## src/rtl/if_id_buffer_pkg.sv

```systemverilog
// Shared types and constants for the IF/ID decoupling buffer.
// Optional perf counters are enabled with IF_ID_PERF_EN.
package if_id_buffer_pkg;

   localparam int unsigned XLEN     = 32;
   localparam logic [31:0] NOP_INST = 32'h0000_0013;

   typedef struct packed {
      logic [XLEN-1:0] inst;
      logic [XLEN-1:0] pc;
      logic [XLEN-1:0] return_pc;
   } entry_t;

endpackage

```

## src/rtl/if_id_buffer_if.sv

```systemverilog
// Fetch-side and decode-side handshake bundle of the IF/ID buffer.
// slave = the buffer, master = the pipeline around it.
interface if_id_buffer_if;
   import if_id_buffer_pkg::*;

   logic            if_valid_i;
   logic [XLEN-1:0] inst_i;
   logic [XLEN-1:0] pc_i;
   logic [XLEN-1:0] return_pc_i;
   logic            if_ready_o;
   logic            data_suspend_i;
   logic            flush_i;
   logic            id_valid_o;
   logic [XLEN-1:0] id_inst_o;
   logic [XLEN-1:0] id_pc_o;
   logic [XLEN-1:0] id_return_pc_o;

   modport slave (
      input  if_valid_i, inst_i, pc_i, return_pc_i,
      input  data_suspend_i, flush_i,
      output if_ready_o, id_valid_o,
      output id_inst_o, id_pc_o, id_return_pc_o
   );

   modport master (
      output if_valid_i, inst_i, pc_i, return_pc_i,
      output data_suspend_i, flush_i,
      input  if_ready_o, id_valid_o,
      input  id_inst_o, id_pc_o, id_return_pc_o
   );

endinterface

```

## src/rtl/if_id_entry_ram.sv

```systemverilog
// DEPTH x entry register file: one write port, one async read port.
// Contents are never reset; validity is tracked by the owner.
module if_id_entry_ram
   import if_id_buffer_pkg::*;
#(
   parameter int unsigned DEPTH = 2,
   localparam int unsigned AW   = $clog2(DEPTH)
) (
   input  logic          clk_i,
   input  logic          we_i,
   input  logic [AW-1:0] waddr_i,
   input  entry_t        wdata_i,
   input  logic [AW-1:0] raddr_i,
   output entry_t        rdata_o
);

   entry_t mem_q [DEPTH];

   // write the fetched entry into its slot
   always_ff @(posedge clk_i) begin
      if (we_i) mem_q[waddr_i] <= wdata_i;
   end

   assign rdata_o = mem_q[raddr_i];

endmodule

```

## src/rtl/if_id_buffer.sv

```systemverilog
// IF/ID decoupling queue; empty head presents a NOP bubble.
// Define IF_ID_PERF_EN to add stall/flush event counters.
module if_id_buffer
   import if_id_buffer_pkg::*;
#(
   parameter int unsigned DEPTH = 2
) (
   input  logic         clk_i,
   input  logic         reset_i,
`ifdef IF_ID_PERF_EN
   output logic [31:0]  perf_stall_cnt_o,
   output logic [31:0]  perf_flush_cnt_o,
`endif
   if_id_buffer_if.slave bus
);

   localparam int unsigned AW = $clog2(DEPTH);
   localparam int unsigned CW = AW + 1;

   logic [AW-1:0] rd_ptr_q, rd_ptr_d;
   logic [AW-1:0] wr_ptr_q, wr_ptr_d;
   logic [CW-1:0] count_q, count_d;
   logic          head_vld;
   logic          enq;
   logic          deq;
   entry_t        wdata;
   entry_t        head;

   assign head_vld = (count_q != '0);
   assign bus.if_ready_o = (count_q != CW'(DEPTH));

   assign enq = bus.if_valid_i & bus.if_ready_o & ~bus.flush_i;
   assign deq = head_vld & ~bus.data_suspend_i & ~bus.flush_i;

   assign wdata = '{inst:      bus.inst_i,
                    pc:        bus.pc_i,
                    return_pc: bus.return_pc_i};

   if_id_entry_ram #(.DEPTH(DEPTH)) u_ram (
      .clk_i   (clk_i),
      .we_i    (enq),
      .waddr_i (wr_ptr_q),
      .wdata_i (wdata),
      .raddr_i (rd_ptr_q),
      .rdata_o (head)
   );

   // pointer/count next state; flush empties the queue
   always_comb begin
      rd_ptr_d = rd_ptr_q;
      wr_ptr_d = wr_ptr_q;
      count_d  = count_q;
      if (bus.flush_i) begin
         rd_ptr_d = '0;
         wr_ptr_d = '0;
         count_d  = '0;
      end else begin
         if (enq) wr_ptr_d = wr_ptr_q + AW'(1);
         if (deq) rd_ptr_d = rd_ptr_q + AW'(1);
         count_d = count_q + CW'(enq) - CW'(deq);
      end
   end

   // queue control registers
   always_ff @(posedge clk_i) begin
      if (reset_i) begin
         rd_ptr_q <= '0;
         wr_ptr_q <= '0;
         count_q  <= '0;
      end else begin
         rd_ptr_q <= rd_ptr_d;
         wr_ptr_q <= wr_ptr_d;
         count_q  <= count_d;
      end
   end

   assign bus.id_valid_o     = head_vld;
   assign bus.id_inst_o      = head_vld ? head.inst      : NOP_INST;
   assign bus.id_pc_o        = head_vld ? head.pc        : '0;
   assign bus.id_return_pc_o = head_vld ? head.return_pc : '0;

`ifdef IF_ID_PERF_EN
   logic [31:0] stall_q;
   logic [31:0] flush_q;

   // count held-head stall cycles and redirect cycles
   always_ff @(posedge clk_i) begin
      if (reset_i) begin
         stall_q <= '0;
         flush_q <= '0;
      end else begin
         if (head_vld & bus.data_suspend_i & ~bus.flush_i)
            stall_q <= stall_q + 32'd1;
         if (bus.flush_i)
            flush_q <= flush_q + 32'd1;
      end
   end

   assign perf_stall_cnt_o = stall_q;
   assign perf_flush_cnt_o = flush_q;
`endif

endmodule

```

## src/flat_wrapper.sv

```systemverilog
// flat-port wrapper written by rule: the top's interface ports become plain ports
module if_id_buffer_flat import if_id_buffer_pkg::*;
#(
   parameter int unsigned DEPTH = 2
)
  (clk_i, reset_i, bus_if_valid_i, bus_inst_i, bus_pc_i, bus_return_pc_i, bus_data_suspend_i, bus_flush_i, bus_if_ready_o, bus_id_valid_o, bus_id_inst_o, bus_id_pc_o, bus_id_return_pc_o);
  if_id_buffer_if bus_i ();
  input  logic clk_i;
  input  logic reset_i;
  input wire logic [$bits(bus_i.if_valid_i)-1:0] bus_if_valid_i;
  input wire logic [$bits(bus_i.inst_i)-1:0] bus_inst_i;
  input wire logic [$bits(bus_i.pc_i)-1:0] bus_pc_i;
  input wire logic [$bits(bus_i.return_pc_i)-1:0] bus_return_pc_i;
  input wire logic [$bits(bus_i.data_suspend_i)-1:0] bus_data_suspend_i;
  input wire logic [$bits(bus_i.flush_i)-1:0] bus_flush_i;
  output wire logic [$bits(bus_i.if_ready_o)-1:0] bus_if_ready_o;
  output wire logic [$bits(bus_i.id_valid_o)-1:0] bus_id_valid_o;
  output wire logic [$bits(bus_i.id_inst_o)-1:0] bus_id_inst_o;
  output wire logic [$bits(bus_i.id_pc_o)-1:0] bus_id_pc_o;
  output wire logic [$bits(bus_i.id_return_pc_o)-1:0] bus_id_return_pc_o;
  assign bus_i.if_valid_i = bus_if_valid_i;
  assign bus_i.inst_i = bus_inst_i;
  assign bus_i.pc_i = bus_pc_i;
  assign bus_i.return_pc_i = bus_return_pc_i;
  assign bus_i.data_suspend_i = bus_data_suspend_i;
  assign bus_i.flush_i = bus_flush_i;
  assign bus_if_ready_o = bus_i.if_ready_o;
  assign bus_id_valid_o = bus_i.id_valid_o;
  assign bus_id_inst_o = bus_i.id_inst_o;
  assign bus_id_pc_o = bus_i.id_pc_o;
  assign bus_id_return_pc_o = bus_i.id_return_pc_o;
  if_id_buffer #(.DEPTH(DEPTH)) u_core (.clk_i(clk_i), .reset_i(reset_i), .bus(bus_i));
endmodule
```

## config.mk

```make
export PLATFORM = sky130hd
export DESIGN_NAME = if_id_buffer_flat
export DESIGN_NICKNAME = d
export VERILOG_FILES = /design/src/rtl/if_id_buffer_pkg.sv /design/src/rtl/if_id_buffer_if.sv /design/src/rtl/if_id_entry_ram.sv /design/src/rtl/if_id_buffer.sv /design/src/flat_wrapper.sv
export SDC_FILE = /design/constraint.sdc
export NUM_CORES = 1
export LEC_CHECK = 0
export BUFFER_PORTS_ARGS = -buffer_cell sky130_fd_sc_hd__buf_2
export CORE_MARGIN = 1.5
export CORE_UTILIZATION = 45
export DETAILED_ROUTE_END_ITERATION = 10
export PLACE_DENSITY_LB_ADDON = 0.25
export SYNTH_ARGS = -nofsm -noshare
export SYNTH_HDL_FRONTEND = slang
export SYNTH_SLANG_ARGS = --single-unit
```

## constraint.sdc

```tcl
create_clock -name clk_i -period 9.1 [get_ports clk_i]
set_input_delay 1.365 -clock clk_i [delete_from_list [all_inputs] [get_ports clk_i]]
set_output_delay 1.365 -clock clk_i [all_outputs]
set_load 0.02 [all_outputs]
```

== After elaboration in Yosys (flattened, before gate mapping) ==
Memories as Yosys holds them, arrays and structs flattened. A register that Yosys moved wholly into a read port is not among the register bits.
Index checks and enable logic that the tools add are counted.

* Flip-flop bits (word level): 4
* Latch bits: 0
* RAM bits: 192
* Memory bits (read-only): 0
* Input port bits: 101
* Output and inout port bits: 98
* Word-level logic and storage cells: 24
* Memories kept: 1

{| class="wikitable"
|+ Memory list
! name !! words !! bits a word !! read ports !! clocked after memory_dff !! wr ports !! line !! text
|-
| u_core.u_ram.mem_q || 2 || 96 || 1 || 1 || 1 || if_id_entry_ram.sv:17 || <nowiki>entry_t mem_q [DEPTH];</nowiki>
|}

* $add $sub $neg: 4
* Multipliers: 0
* Divide/modulo/power cells: 0
* Order comparisons: 0
* Eq/ne operators: 1
* Shifts and indexed selects: 0
* Mux-type cells: 7
* Bitwise operators: 6
* Reductions and logical operators: 2

{| class="wikitable"
|+ Operators by type and width
! kind !! count
|-
| $mux 32 || 3
|-
| $and 1x1->1 || 4
|-
| $mux 1 || 4
|-
| $add 1x1->1 const B || 2
|-
| $add 2x1->2 || 1
|-
| $ne 2x2->1 const B || 1
|-
| $not 1->1 || 2
|-
| $reduce_bool 2->1 || 1
|-
| $reduce_or 2->1 || 1
|-
| $sub 2x1->2 || 1
|}

== Longest topological paths before layout ==
* Depth after elaboration: 5
* Depth in mapped cells: 9
* Mapped depth without buffers: 8

== Cells and area by module ==
A second synthesis with hierarchy kept.

* Cell total of the unflattened synthesis: 432
* Area total of the unflattened synthesis: 8109.0 sq um

{| class="wikitable"
|+ By module, submodules not included
! module !! instances !! cells each !! area each (sq um) !! seq. area each (sq um)
|-
| if_id_entry_ram || 1 || 301 || 7140.6 || 5765.5
|-
| if_id_buffer || 1 || 131 || 968.4 || 80.1
|}

== Worst setup path after synthesis ==
Ideal clock, no wire load.

* Path type: input-to-reg
* From: input bus_if_valid_i
* To: memory u_core.u_ram.mem_q[1][0] (netlist bit) (enable)
* Setup time: 0.690 ns
* Arrival time: 8.471 ns
* Required time: 8.410 ns
* Path slack: -0.061 ns
* Stages: 2
* Cells stage by stage: nand2_1 -> nor3b_1

* Longest elaborated chain between the ends: 4

{| class="wikitable"
|+ RTL lines
! item !! line !! text
|-
| start, declared || flat_wrapper.sv:10 || <nowiki>input wire logic [$bits(bus_i.if_valid_i)-1:0] bus_if_valid_i;</nowiki>
|-
| $and 1x1->1 (2 in a row) || if_id_buffer.sv:32 || <nowiki>assign enq = bus.if_valid_i & bus.if_ready_o & ~bus.flush_i;</nowiki>
|-
| $mux 1 || if_id_entry_ram.sv:21 || <nowiki>if (we_i) mem_q[waddr_i] <= wdata_i;</nowiki>
|-
| $mux 1 (implied by the code) || if_id_entry_ram.sv:21 ||
|-
| end, declared || if_id_entry_ram.sv:17 ||
|}

No other way between the ends.

==> results.json <==
{
  "setup_tns_ns": 0,
  "syn_inst": 434,
  "crit_path_start_kind": "register",
  "final_area_mm2": 0.00932,
  "skew_ns": 0.00710,
  "status": "finished clean",
  "rows": 47,
  "async_reset_ff_frac": 0,
  "drc": 0,
  "yosysTopAreaCellShare": 0.767,
  "final_cell_count_no_fill": 870,
  "cts_hold_buf": 0,
  "htree_levels": 4,
  "synth_cell_type_count": 21,
  "post_cts_buffers": 0,
  "final.setup.worst_slack_ns": 5.04,
  "path_max_fanout": 52,
  "finalMaxSlewViolations": 0,
  "final_layout_size_suffix_gt1_frac": 0.367,
  "numCtsBuffers": 17,
  "synth_area_leaders": "edfxtp_1 77%, mux2i_1 13%, nor2_1 4.7%, dfxtp_1 1.3%, buf_4 0.90%",
  "grt_max_degree": 80,
  "cp.arrival_ns": 2.69,
  "ys_seq_area_frac": 0.781,
  "synth_area_mm2": 0.00751,
  "period_share": 0.446,
  "synth_commonest_cells": "192 x edfxtp_1, 97 x mux2i_1, 95 x nor2_1, 9 x buf_4",
  "relSlewSlack": 0.400,
  "pre_cts_slack_ns": 5.44,
  "cts_root_buf": "clkbuf_16",
  "min_from": "u_core.rd_ptr_q",
  "finalCriticalPeriod_ns": 4.06,
  "nets": 739,
  "cp_data_required_time_ns": 7.74,
  "seq_area_mm2": 0.00587,
  "die_x_um": 132,
  "min_path_type": "register to register",
  "synth-edff-count": 192,
  "first_pass_iters": 4,
  "hold_depth": 2,
  "dp_cells": 837,
  "yosys.area.top_type": "edfxtp_1",
  "yosysWarnings": 0,
  "die_height_um": 132,
  "synth_ff_type": "edfxtp_1",
  "clk_path_buf_depth": 2,
  "first_global_vias": 4396,
  "max-vdd-ir-drop_mv": 0.132,
  "avgRoutedWirePerCell_um": 16.1,
  "core-area_mm2": 0.0165,
  "cp-end-kind": "primary output",
  "placed_cell_area_mm2": 0.00868,
  "tritoncts": "built",
  "postRouteAntennaNets": 0,
  "place_congestion": 0.762,
  "port_buffers": 198,
  "r2r_end": "u_core.count_q[1]",
  "syn_nets": 537,
  "drv_cap": 0,
  "initial_core_util": 0.456,
  "finalHoldViolations": 0,
  "clock.fmax_mhz": 247,
  "synth.most_common_cell": "edfxtp_1",
  "post-dp-hpwl_um": 8780,
  "vias": 4185,
  "cts.repair.resized": 0,
  "leakage_nw": 3.46,
  "r2r_slack_ns": 6.38,
  "worstSetupPathType": "register to primary output",
  "drt-total-wl_um": 14000,
  "r2r-start": "u_core.count_q[1]",
  "drt-initial-drc-count": 238,
  "antenna_found_initial": 1,
  "clk_pin_slew_ns": 0.06,
  "area_growth_pct": 24.0,
  "grt_usage": 0.164,
  "p_per_area_mw_per_mm2": 209,
  "worst_pin_slew_ns": 0.901,
  "syn_area_per_cell_um2": 17.3,
  "multi_input_area_mm2": 0.00149,
  "setup_viol": 0,
  "rsz0062_at_grt": "false",
  "die_area_mm2": 0.0175,
  "routed_via_density": 4.81,
  "overflow": 0,
  "clock-sinks": 197,
  "rr_worst_depth": 9,
  "fill_cells": 1365,
  "clock_latency_ns": 0.42,
  "synth_seq_cells": 197,
  "io_pins": 199,
  "grt_pass1_wl_um": 21900
}
## worst max-delay path: stages (launching register included)
cell and delay [ns]:
dfxtp_4 0.86, buf_4 0.82, mux2i_1 0.28, nor2_1 0.07
buf_2 0.20
## power breakdown
| group | internal, mW | total (mW) | switching [mW] | leakage (nW) |
|---|---|---|---|---|
| Sequential | 1.03 | 1.03 | 0.00804 | 1.80 |
| Clock | 0.486 | 0.794 | 0.307 | 0.311 |
| Combinational | 0.0417 | 0.114 | 0.0725 | 1.35 |
| Total | 1.55 | 1.94 | 0.388 | 3.46 |
## worst max path at each step
stage,slack [ns],startpoint,to,cells after the start
after floorplan,0.45,bus_if_valid_i,u_core.u_ram.mem_q[0][0],2
after global placement,5.45,register,bus_id_inst_o[17],4
after detailed placement,5.44,register,bus_id_inst_o[17],4
after CTS,4.95,register,bus_id_inst_o[17],4
after global routing,4.83,register,bus_id_inst_o[17],4
final,5.04,register,bus_id_inst_o[17],4
## metrics by stage
| step | hold WS, ns | util | power (mW) |
|---|---|---|---|
| detailed placement | 0.490 | 0.527 | 1.17 |
| global placement | 0.479 | 0.527 | 1.17 |
| CTS | 0.501 | 0.566 | 1.96 |
| finish | 0.502 | 0.566 | 1.94 |
| floorplan | 0.455 | - | 1.12 |
| global route | 0.545 | 0.566 | 2.01 |
## layout make-up
cell class / count / share of cell area
inverters: 3 / 0.00121
multi-input cells: 213 / 0.159
clock buffers: 18 / 0.0461
repair buffers: 204 / 0.111
well taps: 220 / 0.0295
flip-flops and latches: 197 / 0.630
clock inverters: 14 / 0.0223
diodes: 1 / 0.000269
## kinds of logic after synthesis
family / after synthesis / share of synthesized area
buffers and inverters: 24 / 0.0243
multiplexers: 97 / 0.129
adder cells (fa/ha/maj): 2 / 0.00333
flip-flops: 197 / 0.781
XOR/XNOR: 2 / 0.00233
AO/OA/AOI/OAI: 3 / 0.00266
AND/OR/NAND/NOR: 109 / 0.0573
## sequential cells by signal, summed over array words and instances, names as in the netlist, named ones only
name,flops
u_core.wr_ptr_q,1
u_core.count_q,2
u_core.u_ram.mem_q,192
u_core.rd_ptr_q,1
## routing by layer
metal,vias to the layer above,track usage,share of wire
met5,-,0,0
li1,2007,-,-
met1,2002,0.193,0.41
met4,0,0.0623,0.013
met3,15,0.0631,0.092
met2,161,0.273,0.49
## placed cells by master (no fill, tap or decap)
cell type / instances
a21boi_1: 2
diode_2: 1
mux2i_1: 97
buf_4: 6
or3_1: 2
edfxtp_1: 192
xnor2_1: 2
nor3b_4: 1
clkbuf_1: 1
o21ai_0: 1
clkinv_1: 1
clkbuf_16: 17
dfxtp_1: 4
buf_2: 198
inv_1: 3
bufinv_16: 5
nor2_1: 95
ha_1: 2
nor3_2: 1
nand2_1: 5
and2_1: 2
clkinv_2: 4
clkinv_4: 2
nor3_1: 1
clkinvlp_4: 1
nand2b_1: 1
nor2_4: 1
inv_6: 1
dfxtp_4: 1
Note: power is estimated with default switching activity, not from simulation.
